File: src/rtl/cpu_memory_pkg.sv
`default_nettype none
// =====================================================================
// CPU_Types : packet, access-width and FSM types for the memory stage
// Revision  : 1.0
// =====================================================================
package CPU_Types;

  localparam int XLEN = 32;
  localparam int REGW = 6;

  typedef enum logic [1:0] {
    W_BYTE = 2'b00,
    W_HALF = 2'b01,
    W_WORD = 2'b10,
    W_BAD  = 2'b11
  } width_e;

  typedef enum logic [1:0] {
    S_IDLE   = 2'd0,
    S_ACCESS = 2'd1,
    S_FAULT  = 2'd2
  } state_e;

  typedef struct packed {
    logic            strobe;
    logic [REGW-1:0] rd;
    logic [XLEN-1:0] value;
    logic            mem_read;
    logic            mem_write;
    logic            fence;
    width_e          width;
    logic            sgn;
    logic [XLEN-1:0] addr;
    logic [REGW-1:0] load_rd;
  } exec_pkt_t;

  typedef struct packed {
    logic            strobe;
    logic [REGW-1:0] rd;
    logic [XLEN-1:0] value;
  } wb_pkt_t;

  function automatic logic is_aligned(input width_e w, input logic [1:0] off);
    case (w)
      W_BYTE:  is_aligned = 1'b1;
      W_HALF:  is_aligned = ~off[0];
      W_WORD:  is_aligned = (off == 2'b00);
      default: is_aligned = 1'b0;
    endcase
  endfunction

  function automatic logic [3:0] lane_mask(input width_e w, input logic [1:0] off);
    case (w)
      W_BYTE:  lane_mask = 4'b0001 << off;
      W_HALF:  lane_mask = 4'b0011 << off;
      default: lane_mask = 4'b1111;
    endcase
  endfunction

  // Replicate store data across lanes so the mask alone picks the bytes.
  function automatic logic [XLEN-1:0] lane_data(input width_e w, input logic [XLEN-1:0] d);
    case (w)
      W_BYTE:  lane_data = {4{d[7:0]}};
      W_HALF:  lane_data = {2{d[15:0]}};
      default: lane_data = d;
    endcase
  endfunction

endpackage
`default_nettype wire

File: src/rtl/cpu_memory_load_align.sv
`default_nettype none
// =====================================================================
// CPU_LoadAlign : selects the addressed lane of a read word and extends it
// Revision      : 1.0
// =====================================================================
module CPU_LoadAlign
  import CPU_Types::*;
(
  input  logic [31:0] rdata_i,
  input  logic [1:0]  offset_i,
  input  width_e      width_i,
  input  logic        signed_i,
  output logic [31:0] value_o
);

  logic [7:0]  byte_sel;
  logic [15:0] half_sel;

  assign byte_sel = rdata_i[{offset_i, 3'b000} +: 8];
  // Halfwords only reach here when offset[0] is clear.
  assign half_sel = rdata_i[{offset_i[1], 4'b0000} +: 16];

  always_comb begin
    value_o = rdata_i;
    case (width_i)
      W_BYTE:  value_o = {{24{signed_i & byte_sel[7]}}, byte_sel};
      W_HALF:  value_o = {{16{signed_i & half_sel[15]}}, half_sel};
      default: value_o = rdata_i;
    endcase
  end

endmodule
`default_nettype wire

File: src/rtl/cpu_memory.sv
`default_nettype none
// =====================================================================
// cpu_memory : memory stage - bus loads/stores, ALU pass-through, fences
// Revision   : 1.0
// =====================================================================
module cpu_memory
  import CPU_Types::*;
(
  input  logic        i_clock,
  input  logic        i_reset,
  input  logic [82:0] i_data,
  output logic        o_busy,
  output logic        o_bus_request,
  output logic        o_bus_rw,
  output logic [31:0] o_bus_address,
  output logic [3:0]  o_bus_wmask,
  output logic [31:0] o_bus_wdata,
  input  logic [31:0] i_bus_rdata,
  input  logic        i_bus_ready,
  output logic        o_fence,
  output logic        o_fault,
  output logic [38:0] o_data
);

  exec_pkt_t   pkt;
  state_e      state_q;
  logic        last_strobe_q;
  wb_pkt_t     data_q;
  logic        req_q;
  logic        rw_q;
  logic [31:0] addr_q;
  logic [3:0]  wmask_q;
  logic [31:0] wdata_q;
  logic        fence_q;
  logic        fault_q;
  logic        new_pkt;
  logic        mem_op;
  logic [31:0] load_value;

  assign pkt     = exec_pkt_t'(i_data);
  assign new_pkt = (pkt.strobe != last_strobe_q);
  assign mem_op  = pkt.mem_read | pkt.mem_write;

  CPU_LoadAlign u_load_align (
    .rdata_i  (i_bus_rdata),
    .offset_i (pkt.addr[1:0]),
    .width_i  (pkt.width),
    .signed_i (pkt.sgn),
    .value_o  (load_value)
  );

  // A packet stays unconsumed through ACCESS; execute holds i_data while busy.
  always_ff @(posedge i_clock or negedge i_reset) begin
    if (!i_reset) begin
      state_q       <= S_IDLE;
      last_strobe_q <= 1'b0;
      data_q        <= '0;
      req_q         <= 1'b0;
      rw_q          <= 1'b0;
      addr_q        <= '0;
      wmask_q       <= '0;
      wdata_q       <= '0;
      fence_q       <= 1'b0;
      fault_q       <= 1'b0;
    end else begin
      fence_q <= 1'b0;
      case (state_q)
        S_IDLE: begin
          if (new_pkt) begin
            if (!mem_op) begin
              data_q        <= '{strobe: ~data_q.strobe, rd: pkt.rd, value: pkt.value};
              last_strobe_q <= pkt.strobe;
              fence_q       <= pkt.fence;
            end else if (is_aligned(pkt.width, pkt.addr[1:0])) begin
              req_q   <= 1'b1;
              rw_q    <= pkt.mem_write;
              addr_q  <= {pkt.addr[31:2], 2'b00};
              wmask_q <= pkt.mem_write ? lane_mask(pkt.width, pkt.addr[1:0]) : 4'b0000;
              wdata_q <= lane_data(pkt.width, pkt.value);
              state_q <= S_ACCESS;
            end else begin
              fault_q <= 1'b1;
              state_q <= S_FAULT;
            end
          end
        end
        S_ACCESS: begin
          if (i_bus_ready) begin
            req_q         <= 1'b0;
            last_strobe_q <= pkt.strobe;
            state_q       <= S_IDLE;
            if (rw_q)
              data_q <= '{strobe: ~data_q.strobe, rd: '0, value: '0};
            else
              data_q <= '{strobe: ~data_q.strobe, rd: pkt.load_rd, value: load_value};
          end
        end
        S_FAULT: begin
          state_q <= S_FAULT;
        end
        default: state_q <= S_IDLE;
      endcase
    end
  end

  assign o_busy = ((state_q == S_ACCESS) && !i_bus_ready)
               || ((state_q == S_IDLE) && new_pkt && mem_op)
               || (state_q == S_FAULT);

  assign o_bus_request = req_q;
  assign o_bus_rw      = rw_q;
  assign o_bus_address = addr_q;
  assign o_bus_wmask   = wmask_q;
  assign o_bus_wdata   = wdata_q;
  assign o_fence       = fence_q;
  assign o_fault       = fault_q;
  assign o_data        = data_q;

endmodule
`default_nettype wire

File: config.mk
export PLATFORM = sky130hd
export DESIGN_NAME = cpu_memory
export DESIGN_NICKNAME = d
export VERILOG_FILES = /design/src/rtl/cpu_memory_pkg.sv /design/src/rtl/cpu_memory_load_align.sv /design/src/rtl/cpu_memory.sv
export SDC_FILE = /design/constraint.sdc
export NUM_CORES = 1
export LEC_CHECK = 0
export BUFFER_PORTS_ARGS = -buffer_cell sky130_fd_sc_hd__buf_4
export CAP_MARGIN = 20
export CORE_UTILIZATION = 25
export DETAILED_ROUTE_END_ITERATION = 12
export GPL_TIMING_DRIVEN = 0
export MAX_ROUTING_LAYER = met4
export PLACE_DENSITY = 0.52
export SETUP_SLACK_MARGIN = 0.2
export SLEW_MARGIN = 25
export SYNTH_ARGS = -nofsm -noshare
export SYNTH_HDL_FRONTEND = slang
export SYNTH_SLANG_ARGS = --single-unit
File: constraint.sdc
create_clock -name i_clock -period 2.1 [get_ports i_clock]
set_input_delay 0.21 -clock i_clock [delete_from_list [all_inputs] [get_ports i_clock]]
set_output_delay 0.21 -clock i_clock [all_outputs]
set_load 0.01 [all_outputs]
After elaboration in Yosys (flattened, before gate mapping)
Cells that the tools add are included.
Storage, ports and cells
  output and inout bits: 112
  memory bits (writable): 0
  memories: 0
  flip-flop bits (word level): 112
  bits in latches: 0
  memory bits (read-only): 0
  logic and storage cells: 77
Operators by class
  muxes and demuxes: 30
  reduce and logical (&&, ||, !) cells: 15
  shifts and indexed selects: 4
  bitwise gates (word level): 6
  magnitude comparators: 0
  divide/modulo/power cells: 0
  equality and inequality tests: 10
  add/sub/neg operators: 0
  $mul: 0
Operator list (number)
  $pmux W32 S2: 2
  $mux W39: 3
  $pmux W39 S2: 1
  $mux W38: 1
  $shiftx A32 B6 Y16: 1
  $shiftx A32 B6 Y8: 1
  $mux W1: 13
  $reduce_and A4 Y1: 3
  $ne A2 B2 Y1 const B: 5
  $mux W2: 4
  $pmux W4 S2: 1
  $logic_not A2 Y1: 3
  $pmux W2 S3: 1
  $reduce_and A5 Y1: 1
  $eq A2 B1 Y1 const B: 2
  $eq A2 B2 Y1 const B: 2
  $mux W4: 1
  $pmux W1 S2: 2
  $shl A1 B2 Y4 const A: 1
  $shl A2 B2 Y4 const A: 1
  $logic_and A1 B1 Y1: 3
  $not A1 Y1: 3
  $pmux W1 S3: 1
  $reduce_and A3 Y1: 1
  6 further kinds: 8

Longest topological paths before layout
  depth after elaboration: 9
  gate-level depth with buffers: 7

By module
A second synthesis with hierarchy kept.
Unflattened totals
  cells, all modules: 564
  area total of the unflattened synthesis: 5874.4 µm²
By module, submodules not included
  cpu_memory: sequential area each 2802.7 µm², area an instance 5149.9 µm², cells each 447, instances 1
  CPU_LoadAlign: sequential area each 0.0 µm², area an instance 724.4 µm², cells each 117, instances 1

Worst setup path before layout
Ideal clock, no wire load.
  kind: register to register
  start: register state_q[0]
  end: register data_q, in the netlist o_data[6]
  setup slack: 0.499 ns
  required time: 1.958 ns
  library setup time: 0.142 ns
  period minus slack after synthesis: 1.601 ns
  data arrival time: 1.459 ns
  stages on the path, launching flop included: 7
  cells stage by stage: dfrtp_1 > buf_2 > and3b_1 > a31oi_4 > buf_2 > mux2i_1 > o221ai_1
On the way
  cells in the longest elaborated chain, start to end: 3
  elaborated cells on any way between the ends: 8
  classes of those cells: eq/ne: 4; mux: 1; reduce/logical: 3
RTL lines
  from (decl): RTL line cpu_memory.sv:26  | state_e state_q;
  from (signal assigned): RTL line cpu_memory.sv:55  | state_q <= S_IDLE;
  from (signal assigned): RTL line cpu_memory.sv:80  | state_q <= S_ACCESS;
  from (signal assigned): RTL line cpu_memory.sv:83  | state_q <= S_FAULT;
  $eq A2 B1 Y1 / $logic_not A2 Y1 (equally long branches): RTL line cpu_memory.sv:67  | case (state_q)
  $ne A2 B2 Y1 (no line) / $reduce_bool A2 Y1 (equally long branches)
  $reduce_and A4 Y1 (no line)
  to (signal assigned): RTL line cpu_memory.sv:71  | data_q <= '{strobe: ~data_q.strobe, rd: pkt.rd, value: pkt.value};
  to (signal assigned): RTL line cpu_memory.sv:93  | data_q <= '{strobe: ~data_q.strobe, rd: '0, value: '0};
  to (signal assigned): RTL line cpu_memory.sv:95  | data_q <= '{strobe: ~data_q.strobe, rd: pkt.load_rd, value: load_value};
  to (decl): RTL line cpu_memory.sv:28  | wb_pkt_t data_q;
Several ways; a longest one is shown, not always the timed one.
A chain may end at the register's enable or synchronous reset.

Worst setup path in the final report
  start: register state_q[0]
  end: output o_busy
On the way
  cells in the longest elaborated chain, start to end: 5
  elaborated cells on any way between the ends: 8
  classes of those cells: eq/ne: 2; reduce/logical: 6
RTL lines
  $logic_not A2 Y1: RTL line cpu_memory.sv:107  | || ((state_q == S_IDLE) && new_pkt && mem_op)
  $logic_and A1 B1 Y1 (2 in a row): RTL line cpu_memory.sv:107
  $logic_or A1 B1 Y1: RTL line cpu_memory.sv:107
  $logic_or A1 B1 Y1 *: RTL line cpu_memory.sv:108  | || (state_q == S_FAULT);
  to (decl): RTL line cpu_memory.sv:12  | output logic o_busy,
Mark *: on every way between the ends. The rest lies on a longest branch, timed or not.

==> run metrics <==
HPWL after DPL=16990 um; Fmax achieved=0.5386 GHz; NumNets Final=911; CTS tree=done; Max-Cap Viols=0; initial antenna violation count=0; final hold violation count=0; status=completed; via count=5245; die height=154.3 um; largest net degree at the start of global routing=60; GPL Wtd Cong=0.8564; Remaining DRCs=0; Final setup viols=0; unrepaired setup endpoints after global routing=yes; Crit Path Class=reg -> out; Least-Margin Pin Slew=0.7604 ns; Die ar.=23800 um2; Diodes inserted=0; pre-CTS setup slack=0.01754 ns; first-pass GRT wire length=32530 um; CP max FO=10; CORE AREA=22710 um2; post-synthesis async set-or-reset flop share=100.0%; number of synthesized flops with an enable pin=0; critical path data arrival time=1.65 ns; setup slack after layout=0.2432 ns; die width=154.3 um; most common flop cell mapped by yosys=dfrtp_1; WHS=0.06696 ns; Avg Inst Size Synth=10.52 um2; I/O Buffers=225; vias in the first global route=5272; WL per Instance=20.20 um; LEAKAGE=0.004004 uW; min cycle time layout=1.857 ns; CTS H-tree depth=3; Max-slew headroom=49.25%; synth warn=0; Num CTS Buffers=9; area growth from synthesis to layout=42.35%; global route overflow=0; VDD IR-drop max=481.0 uV; Rows=55; register bit total from synthesis=112; clk_skew=0.008033 ns; TNS Setup=0 ns; Max clock buf depth=2; Pwr Density=1143 nW/um2; root buf cell=clkbuf_16; Worst-Skew Late Latency=0.36 ns; Hold Crit Class=in -> reg; drt first pass iters=5; Required @ worst endpoint=1.89 ns; most frequent cells in the layout=237 x buf_4, 112 x dfrtp_1, 77 x nand2_1, 40 x mux2i_1, 40 x o21ai_0; Routed Antenna Nets=0; Mapped Area=5797 um2; Routed Wire Length=21880 um; GRT Overall Usage=18.90%; Sink Count=112; cells after synthesis=551; most common cell after layout, fill and taps aside=buf_4; layout cell share with drive strength beyond 1=42.61%; DR vias/cell=4.843; Tcrit/Tclk final=88.42%; Slew Viols, Final=0; number of distinct library cells after synthesis=46; sequential cell area fraction in the yosys report=48.35%; nature of the critical path endpoint=output pin; DR iter-0 viols=381; Starting Density=25.53%; CTS clk-pin slew, worst paths=0.08 ns; num ports=230; startpoint types=flip-flop; r2r setup slk=0.29 ns
metal layers:
layer	routed length, um	global-route usage, %	vias to the layer above	share of wire (%)
li1	-	-	2464	-
met3	1562	4.567	16	7.1
met1	9751	24.73	2568	45
met2	10320	29.48	197	47
met4	243	4.338	0	1.1
met5	0	-	-	0
cells by family after synthesis:
group	share of synthesized area (%)
AO/OA/AOI/OAI	14.53
XOR/XNOR	0.4318
buffers and inverters	5.482
flip-flops	48.35
multiplexers	15.07
other	0.06469
AND/OR/NAND/NOR	16.08
worst max-delay path, cell delays in order (launching register included):
cell and delay [ns]:
dfrtp_1 0.38, clkbuf_4 0.20, nand2b_1 0.19, clkbuf_4 0.25
o22ai_1 0.10, buf_4 0.16
per-stage QoR:
step / std cells / instance area (um2) / util, % / total power, uW
detailed placement: 1063 / 7881 / 34.71 / 7776
floorplan: 552 / 5801 / - / 5411
finish: 1083 / 8252 / 36.34 / 9433
global route: 1083 / 8252 / 36.34 / 10050
global placement: 1062 / 7846 / 34.55 / 7709
CTS: 1082 / 8205 / 36.13 / 9549
cell type report:
class	count	area (um2)
buffer	47	297.8
clock buffer	11	242.7
clock inverter	5	40.04
fill	2359	14460
inverter	11	41.29
multi-input combinational	382	2714
sequential	112	2803
tap	285	356.6
timing repair buffer	230	1757
sequential cells by signal, indices dropped and copies added (netlist names), 2 cells and up:
name           cells
o_bus_wdata       32
o_bus_wmask        4
o_bus_address     30
o_data            39
state_q            2
power by group:
part           internal [uW]  switching (uW)  leakage (uW)
Clock                    851             880      0.000134
Sequential              3150             593       0.00140
Combinational           2110            1850       0.00247
Total                   6110            3320       0.00400
synthesized netlist by cell type, types with 2 or more instances:
library cell  count  area [um2]
nor2b_1           8       50.05
or3b_2            6       52.55
a221oi_2          8       120.1
buf_4            10       75.07
mux2i_1          40       400.4
dfrtp_1         112        2803
clkbuf_1         11       41.29
o41ai_1           7       61.31
nor2_1           25       93.84
o21ai_0          40       200.2
buf_2            20       100.1
o221ai_1         16       140.1
inv_1            11       41.29
and3_1            2       12.51
a21oi_1          29       145.1
mux2_2           32       360.4
buf_6             5       56.30
nor2_2            2       12.51
nand4_1          16       100.1
nor3b_1           7       52.55
nand2_1          77       289.0
nand3_1           8       40.04
mux2_1            8       90.09
nand2b_1         12       75.07
or3b_1           11       96.34
a22o_1            8       70.07
repair_timing:
action                                 CTS  global route
setup buffers                            2             1
setup endpoints to repair               18            67
gates resized for setup                  5            12
hold buffers                             1             0
pin swaps                                1             1
endpoints found under the hold margin   58             0
path summary, 6_finish.rpt:
path | start | endpoint | cells after the start
max in group asynchronous | i_reset | o_bus_wdata[11]$_DFFE_PN0P_ | 3
min in group asynchronous | i_reset | o_data[24]$_DFFE_PN0P_ | 2
worst min register to register | o_fault$_DFFE_PN0P_ | o_fault$_DFFE_PN0P_ | 1
worst min-delay path | i_data[36] | o_bus_address[30]$_DFFE_PN0P_ | 2
worst max-delay path | state_q[0]$_DFFE_PN0P_ | o_busy | 5
worst max register to register | state_q[0]$_DFFE_PN0P_ | o_data[31]$_DFFE_PN0P_ | 7
(Power assumes the default switching activity.)
